### config.mk
export PLATFORM = sky130hd
export DESIGN_NAME = vga_sync_generator
export DESIGN_NICKNAME = d
export VERILOG_FILES = /design/src/rtl/vga_sync_generator.sv
export SDC_FILE = /design/constraint.sdc
export NUM_CORES = 1
export LEC_CHECK = 0
export ABC_AREA = 0
export CORE_UTILIZATION = 50
export CTS_BUF_LIST = sky130_fd_sc_hd__clkbuf_4 sky130_fd_sc_hd__clkbuf_8
export DETAILED_ROUTE_END_ITERATION = 16
export HOLD_SLACK_MARGIN = 0.02
export PLACE_DENSITY_LB_ADDON = 0.25
export SYNTH_ARGS = -nofsm -noshare
export SYNTH_HDL_FRONTEND = slang
export SYNTH_SLANG_ARGS = --single-unit
### constraint.sdc
create_clock -name CLK -period 8.9 [get_ports CLK]
set_input_delay 1.335 -clock CLK [delete_from_list [all_inputs] [get_ports CLK]]
set_output_delay 1.335 -clock CLK [all_outputs]
set_load 0.03 [all_outputs]
### src/rtl/vga_sync_generator.sv
// vga_sync_generator: VGA raster timing generator.
// Produces pixel/line counters, registered sync pulses and display enable that
// line up with the counter values presented in the same cycle, plus one-cycle
// line/frame strobes and a wrapping frame counter.
module vga_sync_generator #(
    parameter int H_DISPLAY       = 640,
    parameter int H_FRONT         = 16,
    parameter int H_SYNC          = 96,
    parameter int H_BACK          = 48,
    parameter int V_DISPLAY       = 480,
    parameter int V_FRONT         = 10,
    parameter int V_SYNC          = 2,
    parameter int V_BACK          = 33,
    parameter int SYNC_ACTIVE_LOW = 1,
    parameter int PIXEL_DIV       = 1
) (
    input  logic       CLK,
    input  logic       RST_N,
    output logic [9:0] h_count,
    output logic [9:0] v_count,
    output logic       VGA_HSYNC,
    output logic       VGA_VSYNC,
    output logic       display_en,
    output logic       line_tick,
    output logic       frame_tick,
    output logic [7:0] frame_count
);

    localparam int H_TOTAL = H_DISPLAY + H_FRONT + H_SYNC + H_BACK;
    localparam int V_TOTAL = V_DISPLAY + V_FRONT + V_SYNC + V_BACK;

    localparam logic [9:0]  H_LAST   = 10'(H_TOTAL - 1);
    localparam logic [9:0]  V_LAST   = 10'(V_TOTAL - 1);
    localparam logic [9:0]  V_FRAME  = 10'(V_DISPLAY);

    // Window bounds are 11 bits so a sync pulse ending exactly at 1024 still compares correctly
    localparam logic [10:0] H_VIS    = 11'(H_DISPLAY);
    localparam logic [10:0] V_VIS    = 11'(V_DISPLAY);
    localparam logic [10:0] HS_START = 11'(H_DISPLAY + H_FRONT);
    localparam logic [10:0] HS_END   = 11'(H_DISPLAY + H_FRONT + H_SYNC);
    localparam logic [10:0] VS_START = 11'(V_DISPLAY + V_FRONT);
    localparam logic [10:0] VS_END   = 11'(V_DISPLAY + V_FRONT + V_SYNC);

    localparam logic [1:0]  DIV_LAST  = 2'(PIXEL_DIV - 1);
    localparam logic        SYNC_IDLE = (SYNC_ACTIVE_LOW != 0);

    logic [1:0] div_cnt;
    logic       pix_ce;
    logic [9:0] h_next;
    logic [9:0] v_next;
    logic       hs_next;
    logic       vs_next;
    logic       de_next;
    logic       lt_next;
    logic       ft_next;

    // Pixel enable fires on the last clock of each pixel period
    always_comb begin
        pix_ce = (div_cnt == DIV_LAST);
    end

    // Next counter position and the timing outputs that belong to it
    always_comb begin
        h_next = h_count;
        v_next = v_count;
        if (pix_ce) begin
            if (h_count == H_LAST) begin
                h_next = '0;
                v_next = (v_count == V_LAST) ? '0 : v_count + 10'd1;
            end else begin
                h_next = h_count + 10'd1;
            end
        end
        hs_next = SYNC_IDLE ^ (({1'b0, h_next} >= HS_START) && ({1'b0, h_next} < HS_END));
        vs_next = SYNC_IDLE ^ (({1'b0, v_next} >= VS_START) && ({1'b0, v_next} < VS_END));
        de_next = ({1'b0, h_next} < H_VIS) && ({1'b0, v_next} < V_VIS);
        lt_next = pix_ce && (h_next == 10'd0);
        ft_next = lt_next && (v_next == V_FRAME);
    end

    // Pixel-clock divider
    always_ff @(posedge CLK or negedge RST_N) begin
        if (!RST_N) begin
            div_cnt <= '0;
        end else if (pix_ce) begin
            div_cnt <= '0;
        end else begin
            div_cnt <= div_cnt + 2'd1;
        end
    end

    // Counters and registered timing outputs, all aligned to the same position
    always_ff @(posedge CLK or negedge RST_N) begin
        if (!RST_N) begin
            h_count     <= H_LAST;
            v_count     <= V_LAST;
            VGA_HSYNC   <= SYNC_IDLE;
            VGA_VSYNC   <= SYNC_IDLE;
            display_en  <= 1'b0;
            line_tick   <= 1'b0;
            frame_tick  <= 1'b0;
            frame_count <= '0;
        end else begin
            h_count    <= h_next;
            v_count    <= v_next;
            VGA_HSYNC  <= hs_next;
            VGA_VSYNC  <= vs_next;
            display_en <= de_next;
            line_tick  <= lt_next;
            frame_tick <= ft_next;
            if (ft_next) begin
                frame_count <= frame_count + 8'd1;
            end
        end
    end

endmodule

==> reports/summary.txt, run 1 <==
FF-to-FF End -> frame_count[1]$_DFFE_PN0P_
Reg2Reg Launch Point -> h_count[0]$_DFF_PN1_
Final Max Tran Viols -> 0
TritonCTS clock tree -> yes
Synth Area per Inst -> 10.27 um2
Yosys warning count -> 0
post-synthesis sequential area ratio -> 43.60%
die area -> 4346 um2
DP HPWL -> 2820 um
area grow syn2layout -> 21.92%
period utilization -> 38.68%
CTS Buf Count -> 5
Syn Nets -> 207
detailed-route wire length -> 4174 um
DR WL/cell -> 15.01 um
layout cells sized above 1 -> 14.78%
number of synthesized flops with an enable pin -> 0
Worst-Skew Late Latency -> 290 ps
post-route cell area -> 2491 um2
Primary FF master, synth -> dfrtp_1
Crit path max-delay family -> simple AND/OR/NAND/NOR gates
# DRC -> 0
Max-Cap Viols -> 0
vias in the first global route -> 1540
Hold Path Origin -> frame_count[7]$_DFFE_PN0P_
Worst Tran Pin Value -> 731.0 ps
element type at the critical path end -> register
Max stage delay on crit path -> 640 ps
CTS Hold Bufs -> 0
CTS H-Tree Depth -> 2
initial antenna violation count -> 0
Overall Global Routing Usage -> 22.08%
row cnt -> 22
CTS resizes -> 0
Max Buffers Root-to-Sink -> 2
commonest cells after routing, fill and taps aside -> clkdlybuf4s50_1 (34), dfrtp_1 (23), nand2_1 (14), dfstp_2 (12), xor2_1 (12)
Netlist cell types -> 51
Post-CTS Setup Inserts -> 0
Yosys reg bits -> 35
WHS Path Cells -> 1
Pleak -> 1.029 nW
CP Data Arrival Time -> 3610 ps
DRT iter0 DRCs -> 112
CP startpoint kind -> register
Die H -> 65.93 um
Crit path buffers/inverters -> 0
final setup fails -> 0
grt ovf -> 0
die width -> 65.93 um
flop-to-flop setup slack -> 5460 ps
routability congestion estimate from global placement -> 0.8728
Fmax achieved -> 0.2905 GHz
layout net count -> 237
ANT nets after route -> 0
CP required -> 9070 ps
commonest non-fill, non-tap cell in the layout -> clkdlybuf4s50_1
Async SR Flop Fraction -> 100.0%
Finished Layout Cells -> 278
starting density of the core -> 53.79%
Setup CP Type -> register to register
post-layout min period -> 3443 ps
Worst Hold Endpoint -> frame_count[7]$_DFFE_PN0P_
input/output buffers -> 34
first-pass GRT wire length -> 7231 um
final hold viol count -> 0
# clock sinks -> 35
Clock transition at path regs -> 70 ps
core area -> 3799 um2
CP Cell Sequence -> ha_1 > nand3_2 > or3_1 > or3_4 > a211oi_4 > nand4_4 > nor2_2 > mux2_2
dpl cell area -> 2397 um2
# diodes -> 0
clock root buffer -> clkbuf_8
Peak VDD IR -> 0.1103 mV
Filler Cells Inserted -> 320
run status -> finished clean
dpl cells -> 270
Post-Synthesis Cell Area -> 2043 um2
setup repair after global routing missed its margin -> no
Worst slew margin -> 51.00%
I/O pins -> 35
critical-path cell with the highest stage delay -> or3_1
critical path peak fanout -> 15
Final TNS setup -> 0 ps
Clock Skew -> 10.87 ps
Via Count -> 1591
PwrDens -> 111.6 nW/um2
R2R depth -> 8
DRT Pass-1 Iters -> 4
Min-Delay Path Class -> register to register
cells after synthesis -> 199
pin count of the biggest net entering global routing -> 36
via/cell ratio -> 5.723
## state kept, by name (all words and copies together) (netlist names)
signal / count
display_en: 1
v_count: 10
line_tick: 1
frame_tick: 1
frame_count: 8
h_count: 10
VGA_HSYNC: 1
VGA_VSYNC: 1
div_cnt: 2
## through the flow
| step | hold slack (ps) | worst slack (ps) | total power [mW] | util [%] |
|---|---|---|---|---|
| 6_report | 465.2 | 5457 | 0.2781 | 65.58 |
| 5_1_grt | 506.4 | 5157 | 0.2896 | 65.58 |
| 4_1_cts | 470.8 | 5146 | 0.2816 | 65.45 |
| 3_5_place_dp | 460.5 | 5170 | 0.1661 | 63.11 |
| 3_3_place_gp | 457.0 | 5456 | 0.1660 | 63.11 |
| 2_1_floorplan | 484.7 | 5802 | 0.1621 | - |
## area by class of cell
| class | instances | area [um2] | share of cell area, % |
|---|---|---|---|
| Timing Repair Buffer | 35 | 347.8 | 13.96 |
| Multi-Input combinational cell | 142 | 1066 | 42.79 |
| Inverter | 10 | 37.54 | 1.507 |
| Clock buffer | 6 | 76.32 | 3.064 |
| Clock inverter | 2 | 12.51 | 0.5023 |
| Tap cell | 48 | 60.06 | 2.411 |
| Sequential cell | 35 | 890.9 | 35.76 |
## where the power goes
group	leakage, nW	total (mW)	switching [mW]	internal (mW)
logic	0.548	0.00361	0.00294	0.000670
clock network	0.0446	0.115	0.0575	0.0577
registers	0.436	0.159	0	0.159
total	1.03	0.278	0.0604	0.218
## cell families (layout without fill, tap and decap cells)
kind of cell | count (synthesis) | count (layout) | share of synthesized area, %
and+or+nand+nor | 81 | 81 | 25.72
DFF | 35 | 35 | 43.60
AOI/OAI and AO/OA | 28 | 28 | 10.53
xor gates and xnor gates | 22 | 22 | 9.430
buffers and inverters | 22 | 53 | 4.471
adders and majority gates | 6 | 6 | 3.674
muxes | 5 | 5 | 2.572
## worst max-delay path by stage
stage / slack [ps] / to / from / cells past startpoint
final: 5460 / frame_count[1]$_DFFE_PN0P_ / h_count[0]$_DFF_PN1_ / 8
after global routing: 5160 / frame_count[1]$_DFFE_PN0P_ / h_count[0]$_DFF_PN1_ / 9
after CTS: 5150 / frame_count[1]$_DFFE_PN0P_ / h_count[0]$_DFF_PN1_ / 9
after detailed placement: 5170 / frame_count[1]$_DFFE_PN0P_ / h_count[0]$_DFF_PN1_ / 9
after global placement: 5460 / frame_count[1]$_DFFE_PN0P_ / h_count[0]$_DFF_PN1_ / 9
after floorplan: 5800 / frame_count[1]$_DFFE_PN0P_ / h_count[0]$_DFF_PN1_ / 9
## Yosys cell counts (all sizes together), types with 5 or more instances
cell	number	area, um2
xnor2	10	87.58
o21ai	7	35.03
ha	6	75.07
nand2	14	52.55
and4	7	61.31
inv	10	37.54
clkbuf	7	26.28
a31oi	6	37.54
nor3	8	40.04
nand3	11	60.06
dfrtp	23	575.6
nor2	12	47.55
dfstp	12	315.3
buf	5	27.53
nand4	7	58.81
xor2	12	105.1
## per-layer routing
layer  vias up  global-route usage (%)  routed length [um]
met5         -                       0                   0
met4         0                   9.239                  58
met1       775                   29.76                2029
met2        30                   33.93                1942
met3         8                   5.000                 144
li1        778                       -                   -
(Power assumes the default switching activity.)
==> inputs of run 2 (changes only) <==
- clock period: 8.9 -> 3.26 ns (I/O delays scaled with it)
==> run 2 against run 1 <==
Sequential share of layout area down 0.58 points. Global-route usage increased by 0.43 points. Critical path depth stayed put. Combinational power rose to 2.7 times the previous value. Critical endpoint unchanged.
==> reports/summary.txt, run 2 (synthesized netlist as in run 1, its figures left out) <==
grt ovf -> 0
Setup CP Type -> register to register
Crit path buffers/inverters -> 0
DRT Pass-1 Iters -> 4
FF-to-FF End -> frame_count[1]$_DFFE_PN0P_
Max Buffers Root-to-Sink -> 2
final hold viol count -> 0
Peak VDD IR -> 0.2442 mV
setup repair after global routing missed its margin -> no
input/output buffers -> 34
Hold Path Origin -> frame_count[7]$_DFFE_PN0P_
CP Data Arrival Time -> 3320 ps
flop-to-flop setup slack -> 120 ps
routability congestion estimate from global placement -> 0.8776
TritonCTS clock tree -> yes
CTS Hold Bufs -> 0
critical-path cell with the highest stage delay -> dfstp_2
Reg2Reg Launch Point -> h_count[0]$_DFF_PN1_
# DRC -> 0
die width -> 65.93 um
die area -> 4346 um2
Clock Skew -> 2.254 ps
Worst-Skew Late Latency -> 300 ps
starting density of the core -> 53.79%
Min-Delay Path Class -> register to register
post-route cell area -> 2532 um2
Worst slew margin -> 60.48%
element type at the critical path end -> register
final setup fails -> 0
DR WL/cell -> 15.41 um
pin count of the biggest net entering global routing -> 36
Clock transition at path regs -> 70 ps
R2R depth -> 8
initial antenna violation count -> 0
row cnt -> 22
Post-CTS Setup Inserts -> 0
layout cells sized above 1 -> 16.17%
commonest non-fill, non-tap cell in the layout -> clkdlybuf4s50_1
CTS H-Tree Depth -> 2
Final Max Tran Viols -> 0
Final TNS setup -> 0 ps
CP Cell Sequence -> ha_1 > nand3_2 > or3_1 > or3_4 > a211oi_4 > nand4_4 > nor2_2 > mux2_2
dpl cell area -> 2435 um2
detailed-route wire length -> 4362 um
DRT iter0 DRCs -> 154
layout net count -> 242
PwrDens -> 305.0 nW/um2
via/cell ratio -> 5.640
Pleak -> 1.064 nW
vias in the first global route -> 1434
Die H -> 65.93 um
run status -> finished clean
core area -> 3799 um2
CP required -> 3440 ps
post-layout min period -> 3136 ps
Crit path max-delay family -> simple AND/OR/NAND/NOR gates
CP startpoint kind -> register
Via Count -> 1596
# clock sinks -> 35
WHS Path Cells -> 1
Crit. Startpoint -> h_count[0]$_DFF_PN1_
Max-Cap Viols -> 0
Overall Global Routing Usage -> 22.51%
DP HPWL -> 3049 um
clock root buffer -> clkbuf_8
CTS Buf Count -> 5
first-pass GRT wire length -> 7141 um
final worst setup slack -> 123.6 ps
area grow syn2layout -> 23.94%
ANT nets after route -> 0
DP Worst Slack -> 151.7 ps
biggest regs -> h_count: 10 flops, v_count: 10 flops, frame_count: 8 flops
commonest cells after routing, fill and taps aside -> clkdlybuf4s50_1 (34), dfrtp_1 (23), nand2_1 (14), dfstp_2 (12), xor2_1 (12)
Max stage delay on crit path -> 600 ps
Worst Hold Endpoint -> frame_count[7]$_DFFE_PN0P_
Fmax achieved -> 0.3188 GHz
period utilization -> 96.21%
# diodes -> 0
critical path peak fanout -> 8
I/O pins -> 35
Worst Tran Pin Value -> 592.8 ps
-- run 2: cell count changes in the layout (fill, tap and decap cells not counted), sizes merged --
cell and change:
buf +5, clkbuf +1, clkinvlp -1
-- run 2: timing repair --
action                                  CTS  global route
gates resized for setup                   0             1
hold endpoints to repair                  0             0
endpoints found under the setup margin    0             2
-- run 2: routing by layer --
| metal | share of wire [%] | global-route usage, % | routed length [um] | vias to the layer above |
|---|---|---|---|---|
| met5 | 0 | 0 | 0 | - |
| met4 | 1.7 | 8.424 | 74 | 0 |
| met3 | 4.4 | 6.724 | 193 | 8 |
| met2 | 44 | 31.89 | 1938 | 40 |
| met1 | 49 | 32.01 | 2156 | 751 |
| li1 | - | - | - | 797 |
-- run 2: power by group --
group          switching, mW  internal [mW]
Sequential                 0          0.435
Clock                  0.161          0.167
Combinational        0.00798        0.00183
-- run 2: area by class of cell --
class / count / area [um2]
clock buffer: 7 / 83.83
multi-input combinational: 142 / 1070
clock inverter: 1 / 5.005
sequential: 35 / 890.9
inverter: 10 / 37.54
timing repair buffer: 40 / 385.4
tap: 48 / 60.06
fill: 315 / 1266
-- run 2: worst max path at each step --
stage	end	cells past startpoint
6_report	frame_count[1]$_DFFE_PN0P_	8
5_1_grt	frame_count[1]$_DFFE_PN0P_	8
4_1_cts	frame_count[1]$_DFFE_PN0P_	8
3_5_place_dp	frame_count[1]$_DFFE_PN0P_	8
3_3_place_gp	frame_count[1]$_DFFE_PN0P_	8
2_1_floorplan	frame_count[1]$_DFFE_PN0P_	9
-- run 2: metrics by stage --
step	std cells	hold WS [ps]	util [%]	power, mW
final	283	468.3	66.67	0.7724
after detailed placement	275	462.5	64.10	0.4532
after floorplan	199	193.4	-	0.4426
after CTS	283	472.9	66.44	0.7797
after global routing	283	491.7	66.67	0.8060
after global placement	275	464.1	64.10	0.4532
==> inputs of run 3 (changes only) <==
- CORE_ASPECT_RATIO: unset -> 0.5
- MAX_ROUTING_LAYER: unset -> met4
==> run 3 against run 2 <==
Hold slack improved by 5.9 ps. Setup slack improved by 56 ps. Utilization increased by 2.7 points. Sequential cell count unchanged. Clock power increased by 7.6%. Cell count increased by 0.71%. Via count increased by 3.7%. Critical path depth unchanged. Routed wire length increased by 3.0%. Highest routed layer unchanged. Maximum frequency increased by 1.8%. Die area increased by 0.35%. Total power increased by 3.3%. Critical endpoint unchanged.
==> reports/summary.txt, run 3 (synthesized netlist as in run 1, its figures left out) <==
run status -> finished clean
PwrDens -> 314.3 nW/um2
TritonCTS clock tree -> yes
final hold viol count -> 0
layout net count -> 241
Min-Delay Path Class -> register to register
met3 WL -> 207 um
final worst setup slack -> 179.2 ps
layout cells sized above 1 -> 16.24%
post-route cell area -> 2537 um2
# clock sinks -> 35
CP startpoint kind -> register
first-pass GRT wire length -> 7376 um
Final Max Tran Viols -> 0
vias in the first global route -> 1506
flop-to-flop setup slack -> 180 ps
# DRC -> 0
Sequential Area -> 890.9 um2
routability congestion estimate from global placement -> 0.8779
area grow syn2layout -> 24.19%
Die H -> 47.20 um
Worst slew margin -> 63.34%
input/output buffers -> 34
DP HPWL -> 3126 um
Filler Cells Inserted -> 284
Post-CTS Setup Inserts -> 0
dpl cells -> 277
CTS H-Tree Depth -> 2
via/cell ratio -> 5.807
WL met2 -> 2047 um
initial antenna violation count -> 0
DR WL/cell -> 15.76 um
CP Data Arrival Time -> 3250 ps
die area -> 4362 um2
Pleak -> 1.056 nW
detailed-route wire length -> 4492 um
DP Worst Slack -> 151.5 ps
die width -> 92.41 um
Crit. Startpoint -> h_count[0]$_DFF_PN1_
Crit path buffers/inverters -> 0
CP required -> 3430 ps
dpl cell area -> 2431 um2
Clock Power Share -> 44.2%
final core occ -> 69.33%
Crit path max-delay family -> simple AND/OR/NAND/NOR gates
pin count of the biggest net entering global routing -> 36
Reg2Reg Launch Point -> h_count[0]$_DFF_PN1_
Worst Tran Pin Value -> 543.0 ps
CP Cell Sequence -> ha_2 > nand3_2 > or3_1 > or3_4 > a211oi_4 > nand4_4 > nor2_2 > mux2_2
Switch Pwr -> 0.1597 mW
Overall Global Routing Usage -> 24.00%
DRT Pass-1 Iters -> 5
# diodes -> 0
CTS Buf Count -> 5
critical path peak fanout -> 8
commonest cells after routing, fill and taps aside -> clkdlybuf4s50_1 (34), dfrtp_1 (23), nand2_1 (14), dfstp_2 (12), xor2_1 (12)
core area -> 3660 um2
biggest regs -> h_count: 10 flops, v_count: 10 flops, frame_count: 8 flops
ANT nets after route -> 0
Max-Cap Viols -> 0
critical-path cell with the highest stage delay -> dfstp_2
met1 WL -> 2179 um
Peak VDD IR -> 0.2205 mV
Via Count -> 1655
commonest non-fill, non-tap cell in the layout -> clkdlybuf4s50_1
Finished Layout Cells -> 285
starting density of the core -> 55.83%
sequential share of power -> 54.5%
internal power -> 0.6379 mW
row cnt -> 15
multi-input logic area -> 1064 um2
I/O pins -> 35
post-layout min period -> 3081 ps
Setup CP Type -> register to register
clock root buffer -> clkbuf_8
FF-to-FF End -> frame_count[1]$_DFFE_PN0P_
Final TNS setup -> 0 ps
Max stage delay on crit path -> 600 ps
grt ovf -> 0
Worst-Skew Late Latency -> 290 ps
sw frac -> 20.03%
period utilization -> 94.50%
Clock Skew -> 4.284 ps
final setup fails -> 0
Critical Path Sink -> frame_count[1]$_DFFE_PN0P_
uppermost routed layer -> met4
element type at the critical path end -> register
R2R depth -> 8
Clock transition at path regs -> 70 ps
Stages on worst setup path -> 8
Max Buffers Root-to-Sink -> 2
DRT iter0 DRCs -> 76
combinational share of power -> 1.2%
Fmax achieved -> 0.3246 GHz
setup repair after global routing missed its margin -> no
## run 3: cell count changes in the layout (fill, tap and decap cells not counted), sizes merged
cell / delta
buf: -1
clkbuf: +1
clkinv: -1
## run 3: power by group through the flow
stage / clock network (mW) / registers [mW] / logic, mW
6_report: 0.353 / 0.435 / 0.00982
3_5_place_dp: 0 / 0.443 / 0.0107
3_3_place_gp: 0 / 0.443 / 0.0105
2_1_floorplan: 0 / 0.443 / 0.000000450
4_1_cts: 0.359 / 0.435 / 0.0108
5_1_grt: 0.380 / 0.435 / 0.0121
## run 3: how the worst min path moves through the flow
stage	start	end	slack [ps]	cells after the start
floorplan	RST_N	display_en$_DFF_PN0_	190	0
global placement	frame_count[7]$_DFFE_PN0P_	frame_count[7]$_DFFE_PN0P_	470	1
detailed placement	frame_count[7]$_DFFE_PN0P_	frame_count[7]$_DFFE_PN0P_	460	1
CTS	frame_count[7]$_DFFE_PN0P_	frame_count[7]$_DFFE_PN0P_	480	1
global route	frame_count[7]$_DFFE_PN0P_	frame_count[7]$_DFFE_PN0P_	510	1
finish	frame_count[7]$_DFFE_PN0P_	frame_count[7]$_DFFE_PN0P_	470	1
## run 3: area by class of cell
| cell class | count | share of cell area (%) |
|---|---|---|
| clock buffer | 8 | 4.093 |
| timing repair buffer | 39 | 14.89 |
| inverter | 10 | 1.479 |
| multi-input combinational | 142 | 41.91 |
| tap | 51 | 2.515 |
| sequential | 35 | 35.11 |
## run 3: through the flow
| stage | hold slack, ps | power (mW) |
|---|---|---|
| 3_5_place_dp | 463.0 | 0.4532 |
| 4_1_cts | 476.1 | 0.8046 |
| 5_1_grt | 513.5 | 0.8271 |
| 2_1_floorplan | 193.4 | 0.4426 |
| 3_3_place_gp | 465.9 | 0.4530 |
| 6_report | 474.2 | 0.7976 |
## run 3: timing repair
item                                    CTS  global route
hold endpoints to repair                  0             0
gates resized for setup                   0             1
endpoints found under the setup margin    0             1
hold buffers                              0             0
## run 3: layer usage
layer / GRT usage, % / vias up
li1: - / 781
met1: 30.75 / 816
met2: 36.74 / 51
met3: 6.149 / 7
met4: 10.63 / 0
met5: - / -
## run 3: worst register-to-register path, stage by stage (launching register included)
cell and delay [ps]:
dfstp_2 600, ha_2 270, nand3_2 100, or3_1 480, or3_4 420, a211oi_4 290
nand4_4 230, nor2_2 230, mux2_2 350
